$ cat src/rtl/mem_if_pkg.sv
// mem_if_pkg
//   Shared types and defaults for the mem_if_ctrl memory interface controller.
//   - mem_if_state_e : controller FSM states
//   - op_e           : operation latched when a command is accepted
//   - DEF_*          : default parameter values
//   - lane_bits()    : width of the read-lane index (at least 1 bit)
package mem_if_pkg;

    localparam int unsigned DEF_ADDR_W  = 14;
    localparam int unsigned DEF_DATA_W  = 16;
    localparam int unsigned DEF_OP_W    = 8;
    localparam int unsigned DEF_TIMEOUT = 255;

    typedef enum logic [1:0] {
        IDLE    = 2'd0,
        WAIT    = 2'd1,
        DONE    = 2'd2,
        RELEASE = 2'd3
    } mem_if_state_e;

    typedef enum logic {
        OP_READ  = 1'b0,
        OP_WRITE = 1'b1
    } op_e;

    // A single-lane word still gets a 1-bit index so no port collapses to zero width.
    function automatic int unsigned lane_bits(input int unsigned lanes);
        return (lanes > 1) ? $clog2(lanes) : 1;
    endfunction

endpackage

$ cat src/rtl/mem_if_lane_sel.sv
// mem_if_lane_sel
//   Read-lane multiplexer: picks operand lane lane_i (OP_W bits) out of a
//   DATA_W-bit memory word. Lane indices past the last lane return zero.
//   Ports:
//     data_i  in  DATA_W  memory word
//     lane_i  in  LANE_W  lane index
//     op_o    out OP_W    selected operand
module mem_if_lane_sel
    import mem_if_pkg::*;
#(
    parameter int unsigned DATA_W = DEF_DATA_W,
    parameter int unsigned OP_W   = DEF_OP_W,
    localparam int unsigned LANES  = DATA_W / OP_W,
    localparam int unsigned LANE_W = lane_bits(LANES)
) (
    input  logic [DATA_W-1:0] data_i,
    input  logic [LANE_W-1:0] lane_i,
    output logic [OP_W-1:0]   op_o
);

    always_comb begin
        op_o = '0;
        for (int unsigned i = 0; i < LANES; i++) begin
            if (lane_i == LANE_W'(i)) begin
                op_o = data_i[i*OP_W +: OP_W];
            end
        end
    end

endmodule

$ cat src/rtl/mem_if_ctrl.sv
// mem_if_ctrl
//   Memory interface controller between the instruction unit and the memory
//   subsystem. Converts level-held load/store commands into a single
//   outstanding read/write request, selects the addressed operand lane on
//   reads and pulses mem_done on completion.
//   Optional feature macro: MEM_IF_TIMEOUT_EN -- a WAIT-state response
//   timeout that completes the transaction with mem_err alongside mem_done.
//   Ports:
//     clk          in   clock
//     reset_n      in   asynchronous active-low reset
//     load/store   in   read/write commands, held until mem_done
//     addr         in   ADDR_W operand address
//     result       in   DATA_W write data
//     mem_resp     in   memory response/acknowledge
//     datafrommem  in   DATA_W read data, valid with mem_resp
//     read_req     out  read request
//     write_req    out  write request
//     cs           out  chip select (read_req | write_req)
//     addrout      out  ADDR_W latched address
//     datatomem    out  DATA_W latched write data
//     datatoinst   out  OP_W selected read operand
//     mem_done     out  one-cycle completion pulse
//     mem_err      out  one-cycle timeout pulse (coincident with mem_done)
module mem_if_ctrl
    import mem_if_pkg::*;
#(
    parameter int unsigned ADDR_W  = DEF_ADDR_W,
    parameter int unsigned DATA_W  = DEF_DATA_W,
    parameter int unsigned OP_W    = DEF_OP_W,
    parameter int unsigned TIMEOUT = DEF_TIMEOUT
) (
    input  logic              clk,
    input  logic              reset_n,
    input  logic              load,
    input  logic              store,
    input  logic [ADDR_W-1:0] addr,
    input  logic [DATA_W-1:0] result,
    input  logic              mem_resp,
    input  logic [DATA_W-1:0] datafrommem,
    output logic              read_req,
    output logic              write_req,
    output logic              cs,
    output logic [ADDR_W-1:0] addrout,
    output logic [DATA_W-1:0] datatomem,
    output logic [OP_W-1:0]   datatoinst,
    output logic              mem_done,
    output logic              mem_err
);

    localparam int unsigned LANES  = DATA_W / OP_W;
    localparam int unsigned LANE_W = lane_bits(LANES);

    mem_if_state_e     state_q;
    op_e               op_q;
    logic              read_req_q;
    logic              write_req_q;
    logic [ADDR_W-1:0] addrout_q;
    logic [DATA_W-1:0] datatomem_q;
    logic [OP_W-1:0]   datatoinst_q;
    logic              mem_done_q;

    logic [LANE_W-1:0] lane;
    logic [OP_W-1:0]   lane_data;

    // Lane comes from the latched address so addr changes during WAIT are ignored.
    if (LANES > 1) begin : g_lane
        assign lane = addrout_q[LANE_W-1:0];
    end else begin : g_no_lane
        assign lane = '0;
    end

    mem_if_lane_sel #(
        .DATA_W (DATA_W),
        .OP_W   (OP_W)
    ) u_lane_sel (
        .data_i (datafrommem),
        .lane_i (lane),
        .op_o   (lane_data)
    );

`ifdef MEM_IF_TIMEOUT_EN
    localparam int unsigned CNT_W = $clog2(TIMEOUT + 1);
    logic [CNT_W-1:0] wait_cnt_q;
    logic             mem_err_q;
`endif

    always_ff @(posedge clk or negedge reset_n) begin
        if (!reset_n) begin
            state_q      <= IDLE;
            op_q         <= OP_READ;
            read_req_q   <= 1'b0;
            write_req_q  <= 1'b0;
            addrout_q    <= '0;
            datatomem_q  <= '0;
            datatoinst_q <= '0;
            mem_done_q   <= 1'b0;
`ifdef MEM_IF_TIMEOUT_EN
            wait_cnt_q   <= '0;
            mem_err_q    <= 1'b0;
`endif
        end else begin
            mem_done_q <= 1'b0;
`ifdef MEM_IF_TIMEOUT_EN
            mem_err_q  <= 1'b0;
`endif
            unique case (state_q)
                IDLE: begin
                    if (load || store) begin
                        addrout_q <= addr;
                        if (load) begin
                            op_q       <= OP_READ;
                            read_req_q <= 1'b1;
                        end else begin
                            op_q        <= OP_WRITE;
                            write_req_q <= 1'b1;
                            datatomem_q <= result;
                        end
`ifdef MEM_IF_TIMEOUT_EN
                        wait_cnt_q <= '0;
`endif
                        state_q <= WAIT;
                    end
                end
                WAIT: begin
                    // Response has priority over a timeout on the same edge.
                    if (mem_resp) begin
                        read_req_q  <= 1'b0;
                        write_req_q <= 1'b0;
                        if (op_q == OP_READ) begin
                            datatoinst_q <= lane_data;
                        end
                        mem_done_q <= 1'b1;
                        state_q    <= DONE;
                    end
`ifdef MEM_IF_TIMEOUT_EN
                    // Counter reaches TIMEOUT on this edge: this is the TIMEOUT-th WAIT cycle.
                    else if (wait_cnt_q == CNT_W'(TIMEOUT - 1)) begin
                        read_req_q  <= 1'b0;
                        write_req_q <= 1'b0;
                        mem_done_q  <= 1'b1;
                        mem_err_q   <= 1'b1;
                        state_q     <= DONE;
                    end else begin
                        wait_cnt_q <= wait_cnt_q + 1'b1;
                    end
`endif
                end
                DONE: begin
                    state_q <= RELEASE;
                end
                RELEASE: begin
                    if (!load && !store) begin
                        state_q <= IDLE;
                    end
                end
                default: begin
                    state_q <= IDLE;
                end
            endcase
        end
    end

    assign read_req   = read_req_q;
    assign write_req  = write_req_q;
    assign cs         = read_req_q | write_req_q;
    assign addrout    = addrout_q;
    assign datatomem  = datatomem_q;
    assign datatoinst = datatoinst_q;
    assign mem_done   = mem_done_q;
`ifdef MEM_IF_TIMEOUT_EN
    assign mem_err    = mem_err_q;
`else
    assign mem_err    = 1'b0;
`endif

endmodule

$ cat config.mk
export PLATFORM = sky130hd
export DESIGN_NAME = mem_if_ctrl
export DESIGN_NICKNAME = d
export VERILOG_FILES = /design/src/rtl/mem_if_pkg.sv /design/src/rtl/mem_if_lane_sel.sv /design/src/rtl/mem_if_ctrl.sv
export SDC_FILE = /design/constraint.sdc
export NUM_CORES = 1
export LEC_CHECK = 0
export CORE_MARGIN = 2
export CORE_UTILIZATION = 30
export DETAILED_ROUTE_END_ITERATION = 8
export GPL_TIMING_DRIVEN = 0
export PLACE_DENSITY_LB_ADDON = 0.1
export SLEW_MARGIN = 5
export SYNTH_ARGS = -nofsm -noshare
export SYNTH_HDL_FRONTEND = slang
export SYNTH_SLANG_ARGS = --single-unit
$ cat constraint.sdc
create_clock -name clk -period 1.7 [get_ports clk]
set_clock_uncertainty 0.1 [all_clocks]
set_input_delay 0.51 -clock clk [delete_from_list [all_inputs] [get_ports clk]]
set_output_delay 0.51 -clock clk [all_outputs]
set_load 0.01 [all_outputs]
-- Word level (Yosys, flattened, before mapping)
Index checks and enable logic that the tools add are counted.
- eq/ne operators: 8
- multiplexer cells: 15
- bitwise logic cells: 3
- reduce and logical (&&, ||, !) cells: 12
- operator list (cell ; number):
    2-bit inequality test, second input constant ; 5
    3-bit AND reduction ; 3
    1-bit two-way mux ; 8
    8-bit two-way mux ; 1
    2-bit one-hot mux with 4 select lines ; 1
    4-bit AND reduction ; 2
    2-bit two-way mux ; 3
    2-bit equality test, second input constant ; 2
    1-bit one-hot mux with 2 select lines ; 2
    2-bit by 1-bit equality test with 1-bit output, second input constant ; 1
    1-bit logical NOT ; 2
    2-bit logical NOT ; 1
    1-bit NOT ; 2
    2-bit AND reduction ; 1
    2-bit nonzero test ; 1
    1-bit logical AND ; 1
    1-bit logical OR ; 1
    1-bit bitwise OR ; 1
- flip-flop bits (word level): 44
- logic and storage cells: 46

-- Depth between registers and ports, before layout
Gate-level depths: netlist (run 1).
- word-level depth: 4
- mapped depth: 6
- depth with buffers taken out: 5

-- Cells and area by module
From an unflattened synthesis (run 1), not the netlist that was laid out.
- cells, all modules: 127
- area total of the unflattened synthesis: 2006.9 um^2
- modules (own cells, without submodules) (module ; instances ; cells an instance ; area each (um^2)):
    mem_if_ctrl ; 1 ; 118 ; 1875.5
    mem_if_lane_sel ; 1 ; 9 ; 131.4

-- Worst setup path after synthesis (run 1)
Ideal clock, no wire load.
- kind: register to register
- start: register state_q[0]
- end: register state_q[1]
- library setup time: 125 ps
- arrival time: 1497 ps
- required time: 1475 ps
- path slack: -22 ps
- cell stages (with the launch flop): 6
- period minus slack after synthesis: 1722 ps
- cell sequence: dfrtp_1 -> inv_1 -> ha_1 -> or3b_4 -> nand3_2 -> mux2_4
- cells in the longest elaborated chain, start to end: 3
- RTL lines (what ; line ; text):
    start, declared ; mem_if_ctrl.sv:53 ; mem_if_state_e state_q;
    start signal, assigned ; mem_if_ctrl.sv:89 ; state_q <= IDLE;
    start signal, assigned ; mem_if_ctrl.sv:121 ; state_q <= WAIT;
    start signal, assigned ; mem_if_ctrl.sv:133 ; state_q <= DONE;
    2-bit equality test, or another cell as far along ; mem_if_ctrl.sv:106 ; unique case (state_q)
    2-bit inequality test (no source line) ; n/a ;
    3-bit AND reduction (no source line) ; n/a ;
Parallel ways exist; a longest one is shown, timed or not.
A chain may end at the register's enable or synchronous reset.

-- Final worst setup path (run 1)
- start: register write_req_q (netlist: write_req)
- end: output cs
- cells in the longest elaborated chain, start to end: 1
- RTL lines (what ; line ; text):
    start, declared ; mem_if_ctrl.sv:56 ; logic write_req_q;
    start signal, assigned ; mem_if_ctrl.sv:92 ; write_req_q <= 1'b0;
    start signal, assigned ; mem_if_ctrl.sv:115 ; write_req_q <= 1'b1;
    start signal, assigned ; mem_if_ctrl.sv:128 ; write_req_q <= 1'b0;
    1-bit bitwise OR ; mem_if_ctrl.sv:165 ; assign cs = read_req_q | write_req_q;
    end, declared ; mem_if_ctrl.sv:42 ; output logic cs,
No other way between the ends.

==> results.yml, run 1 <==
status:
  status: "completed"
timing:
  layout_min_cycle_time_ns: 1.68
  tns_ns: 0
  setup_viol: 0
  max_freq_mhz: 595
  hold_viol_final: 0
  hold_slack_ns: 0.356
  rsz0062_at_grt: "true"
  fin_crit_sh_pct: 98.9
  maxSlewViolCount: 0
clocking:
  cts_max_level: 2
  cts_buffer_depth: 2
  cts_buffers: 5
  clock_latency_ns: 0.29
  cts_tree: "yes"
  root_buffer: "clkbuf_8"
  path_clk_slew_ns: 0.08
  clock-sinks: 44
drt:
  drc: 0
  wirelength_um: 4280
  firstDrtPassIters: 2
  vias_per_cell: 4.42
  routedWlPerCell_um: 13.3
  antenna_left: 0
  dr_total_vias: 1429
  drt_iter0_markers: 51
final_layout:
  final_util_pct: 49.5
  diodes: 0
  finalNetCount: 302
  mostFrequentLayoutCell: "clkdlybuf4s50_1"
  fillerInstances: 580
  syn_to_final_growth_pct: 61.5
  final_cell_count_no_fill: 323
  drive_gt1_share_pct: 26.4
  layout_common_cells: "clkdlybuf4s50_1, dfrtp_1, dlygate4sd2_1, mux2_2, buf_4"
worst_setup_path:
  cp.required_ns: 1.09
  end_kind: "output port"
  start_kind: "flip-flop"
  arrival_ns: 1.07
  r2r_cells: 5
  crit_fanout: 3
  worstSetupPathType: "flip-flop to output port"
placement:
  io_buffers: 91
  place_congestion: 0.657
  dp.cells: 306
  dp_hpwl_um: 3220
synthesis:
  synthFlopType: "dfrtp_1"
  ys_ff_latch: 44
  ys_warn_count: 0
  synth_cells: 137
  ys_seq_area_share_pct: 57.6
  async_flop_share_pct: 100
  netlist_area_um2: 1910
  synth-edff-count: 0
  synth.distinct_cells: 28
  synth_fp_nets: 194
  avgSynthCellArea_um2: 14.0
global_routing:
  grt_max_degree: 35
  grt_first_pass_wirelength_um: 7180
  grt_use_total_pct: 12.9
  grt.overflow.total: 0
  grt_pass1_vias: 1467
  antenna_found_initial: 0
power_and_ir_drop:
  irDropWorstVdd_mv: 0.719
  p_leak_nw: 1.45
  p_total_mw: 5.02
  p_per_area_nw_per_um2: 1620
floorplanning:
  initial_core_util_pct: 30.7
  core_um2: 6240
  num_io_pins: 94
  die_h_um: 83.9
  dieArea_um2: 7030
  placementRows: 29
  fp.dieW_um: 83.9
run:
  drv_cap: 0
min_path:
  hp-class: "input pin to flip-flop"
  holdPathStages: 2
flip-flops by register name (all words and copies together) (netlist names):
| name | cells |
|---|---|
| read_req | 1 |
| op_q | 1 |
| datatoinst | 8 |
| write_req | 1 |
| datatomem | 16 |
| addrout | 14 |
| state_q | 2 |
| mem_done | 1 |
critical path, stage by stage, from the launching register on:
cell and delay (ns):
dfrtp_1 0.40, or2_4 0.26, buf_6 0.12
area by class of cell:
type                            instances  area [um^2]  area share, %
Multi-Input combinational cell         82          768           24.9
Buffer                                  7         55.1           1.78
Sequential cell                        44         1100           35.6
Clock buffer                            6         72.6           2.35
Clock inverter                          2         35.0           1.13
Timing Repair Buffer                  101          946           30.6
Inverter                                4         15.0          0.486
Tap cell                               77         96.3           3.12
where the power goes:
part / internal, mW / switching [mW] / total (mW) / leakage (nW)
registers: 1.57 / 0.238 / 1.81 / 0.531
logic: 1.39 / 1.04 / 2.43 / 0.869
clock network: 0.436 / 0.349 / 0.785 / 0.0552
total: 3.40 / 1.62 / 5.02 / 1.45
worst paths after layout:
kind / startpoint / to / slack (ns)
worst max-delay path: write_req / cs / 0.02
worst min-delay path: load / op_q / 0.36
worst max register to register: state_q[0] / state_q[1] / 0.03
worst min register to register: datatoinst[1] / datatoinst[1] / 0.38
max in group asynchronous: reset_n / datatoinst[6] / 0.51
min in group asynchronous: reset_n / addrout[8] / 0.52
cell usage after synthesis, types with 2 or more instances:
| library cell | instances | share of area (%) |
|---|---|---|
| o2bb2ai_1 | 2 | 0.92 |
| ha_1 | 6 | 3.9 |
| o21ai_0 | 10 | 2.6 |
| buf_6 | 2 | 1.2 |
| mux2_2 | 29 | 17 |
| inv_1 | 4 | 0.78 |
| nand2_1 | 9 | 1.8 |
| nor2_1 | 2 | 0.39 |
| buf_4 | 3 | 1.2 |
| dfrtp_1 | 44 | 58 |
| mux2i_1 | 9 | 4.7 |
layer usage:
metal	vias to the layer above	GRT usage (%)	share of wire, %
met1	686	15.7	42
met4	0	5.28	1.0
li1	684	-	-
met2	54	20.9	49
met3	5	4.45	8.3
met5	-	0	0
metrics by stage:
| stage | setup slack [ns] | cell area, um^2 |
|---|---|---|
| after floorplan | 0.0203 | 1920 |
| after global placement | -1.30 | 2920 |
| after detailed placement | -0.495 | 2940 |
| after CTS | 0.00328 | 3070 |
| after global routing | -0.0170 | 3090 |
| final | 0.0195 | 3090 |
repair_timing:
item	in CTS	in global routing
gates resized for setup	50	4
endpoints found under the hold margin	10	0
endpoints found under the setup margin	52	21
setup buffers	6	2
hold buffers	1	0
pin swaps	2	1
cell families (layout without fill, tap and decap cells):
logic type,after synthesis,after routing,share of synthesized area [%]
flip-flops,44,44,57.6
buffers and inverters,11,120,3.60
adder cells (fa/ha/maj),6,6,3.92
other,1,1,0.196
AND/OR/NAND/NOR,20,20,6.41
AO/OA/AOI/OAI,15,15,5.17
multiplexers,40,40,23.2
No activity file was read; power rests on OpenSTA's default activity.
==> inputs of run 2 (changes only) <==
--- a/config.mk
+++ b/config.mk
@@ -5,6 +5,7 @@
 export SDC_FILE = /design/constraint.sdc
 export NUM_CORES = 1
 export LEC_CHECK = 0
+export CAP_MARGIN = 10
 export CORE_MARGIN = 2
 export CORE_UTILIZATION = 30
 export DETAILED_ROUTE_END_ITERATION = 8
==> results of run 2 <==
The final DEF is identical to that of run 1; final timing and power are the same.
==> inputs of run 3 (changes only) <==
--- a/config.mk
+++ b/config.mk
@@ -6,9 +6,9 @@
 export NUM_CORES = 1
 export LEC_CHECK = 0
 export CAP_MARGIN = 10
-export CORE_MARGIN = 2
 export CORE_UTILIZATION = 30
 export DETAILED_ROUTE_END_ITERATION = 8
+export DONT_BUFFER_PORTS = 1
 export GPL_TIMING_DRIVEN = 0
 export PLACE_DENSITY_LB_ADDON = 0.1
 export SLEW_MARGIN = 5
==> results.yml, run 3 (same netlist as run 1, synthesis figures left out) <==
worst_setup_path:
  slowest_stage: "dfrtp_1"
  cp.required_ns: 1.79
  slowest_delay_ns: 0.40
  worstSetupPathType: "flip-flop to flip-flop"
  arrival_ns: 1.75
  cp.depth: 5
  cp_cell_sequence: "inv_2, ha_4, or3b_4, nand3_4, mux2_4"
  crit_family: "simple AND/OR/NAND/NOR gates"
  worst-path-buf-inv: 1
  end_kind: "flip-flop"
  crit_fanout: 4
  r2r_cells: 5
  start_kind: "flip-flop"
global_routing:
  antenna_found_initial: 0
  grt_use_total_pct: 11.5
  grt_max_degree: 45
  grt.overflow.total: 0
  grt_first_pass_wirelength_um: 5650
  grt_pass1_vias: 1192
final_layout:
  fillerInstances: 606
  mostFrequentLayoutCell: "dfrtp_1"
  largest_reg_flops: 16
  final_util_pct: 37.2
  drive_gt1_share_pct: 40.5
  syn_to_final_growth_pct: 17.2
  diodes: 0
  layout_common_cells: "dfrtp_1, mux2_2, o21ai_0"
  finalNetCount: 209
clocking:
  clock_latency_ns: 0.29
  root_buffer: "clkbuf_8"
  cts_tree: "yes"
  path_clk_slew_ns: 0.08
  cts_buffer_depth: 2
  cts_max_level: 2
  cts_buffers: 5
  clock-sinks: 44
timing:
  fin_crit_sh_pct: 97.9
  hold_slack_ns: 0.251
  hold_viol_final: 0
  layout_min_cycle_time_ns: 1.66
  rsz0062_at_grt: "true"
  setup_viol: 0
  max_freq_mhz: 601
  maxSlewViolCount: 0
floorplanning:
  placementRows: 28
  dieArea_um2: 6700
  core_um2: 6030
  die_h_um: 81.9
  num_io_pins: 94
  fp.dieW_um: 81.9
  initial_core_util_pct: 31.7
drt:
  routedWlPerCell_um: 15.9
  drc: 0
  firstDrtPassIters: 3
  dr_total_vias: 1101
  antenna_left: 0
  vias_per_cell: 4.83
  drt_iter0_markers: 71
  wirelength_um: 3620
power_and_ir_drop:
  irDropWorstVdd_mv: 0.760
  p_leak_nw: 1.02
  p_per_area_nw_per_um2: 1970
  p_total_mw: 4.41
min_path:
  hp-class: "input pin to flip-flop"
  holdPathStages: 1
run:
  drv_cap: 0
placement:
  dp_hpwl_um: 2580
  place_congestion: 0.695
  io_buffers: 0
status:
  status: "completed"
-- run 3: worst reg2reg max path: stages, from the launching register on --
cell,delay [ns]
dfrtp_1,0.40
inv_2,0.11
ha_4,0.16
or3b_4,0.40
nand3_4,0.10
mux2_4,0.29
-- run 3: power by group --
part | total, mW | switching [mW] | internal (mW)
logic | 1.39 | 0.579 | 0.814
clock network | 0.872 | 0.353 | 0.519
registers | 2.15 | 0.574 | 1.57
total | 4.41 | 1.51 | 2.90
-- run 3: cell type report --
type | instances | area [um^2] | share of cell area (%)
Multi-Input combinational cell | 82 | 768 | 34.3
Clock inverter | 1 | 30.0 | 1.34
Clock buffer | 7 | 96.3 | 4.30
Timing Repair Buffer | 8 | 82.6 | 3.68
Inverter | 4 | 15.0 | 0.670
Buffer | 7 | 55.1 | 2.46
Tap cell | 75 | 93.8 | 4.19
Sequential cell | 44 | 1100 | 49.1
-- run 3: repair_timing --
action / 4_1_cts / 5_1_grt
gates resized for setup: 2 / 4
hold buffers: 2 / 0
setup endpoints to repair: 2 / 17
hold endpoints to repair: 44 / 0
cloned: 0 / 0
buffers inserted: 3 / 3
pin swaps: 0 / 1
-- run 3: worst paths after layout --
check                           start       endpoint  slack, ns
setup / recovery           state_q[1]     state_q[1]       0.04
hold / removal               mem_resp       mem_done       0.25
setup reg to reg           state_q[1]     state_q[1]       0.04
hold reg to reg                  op_q           op_q       0.41
max in group asynchronous     reset_n   datatomem[6]       0.66
min in group asynchronous     reset_n  datatoinst[2]       0.61
-- run 3: per-layer routing --
layer  track usage [%]  up-vias  part of all wire [%]
met4              5.79        0                   1.7
met5                 0        -                     0
met1              13.0      531                    41
met3              5.22        7                    11
met2              18.1       66                    46
li1                  -      497                     -
-- run 3: through the flow --
step	std cells	worst slack [ns]	area, um^2	setup TNS (ns)
global route	228	-0.0166	2240	-0.0197
floorplan	137	0.0203	1920	0
finish	228	0.0354	2240	0
global placement	212	-0.0430	2010	-0.370
CTS	225	0.00232	2210	0
detailed placement	212	-0.0692	2010	-0.576
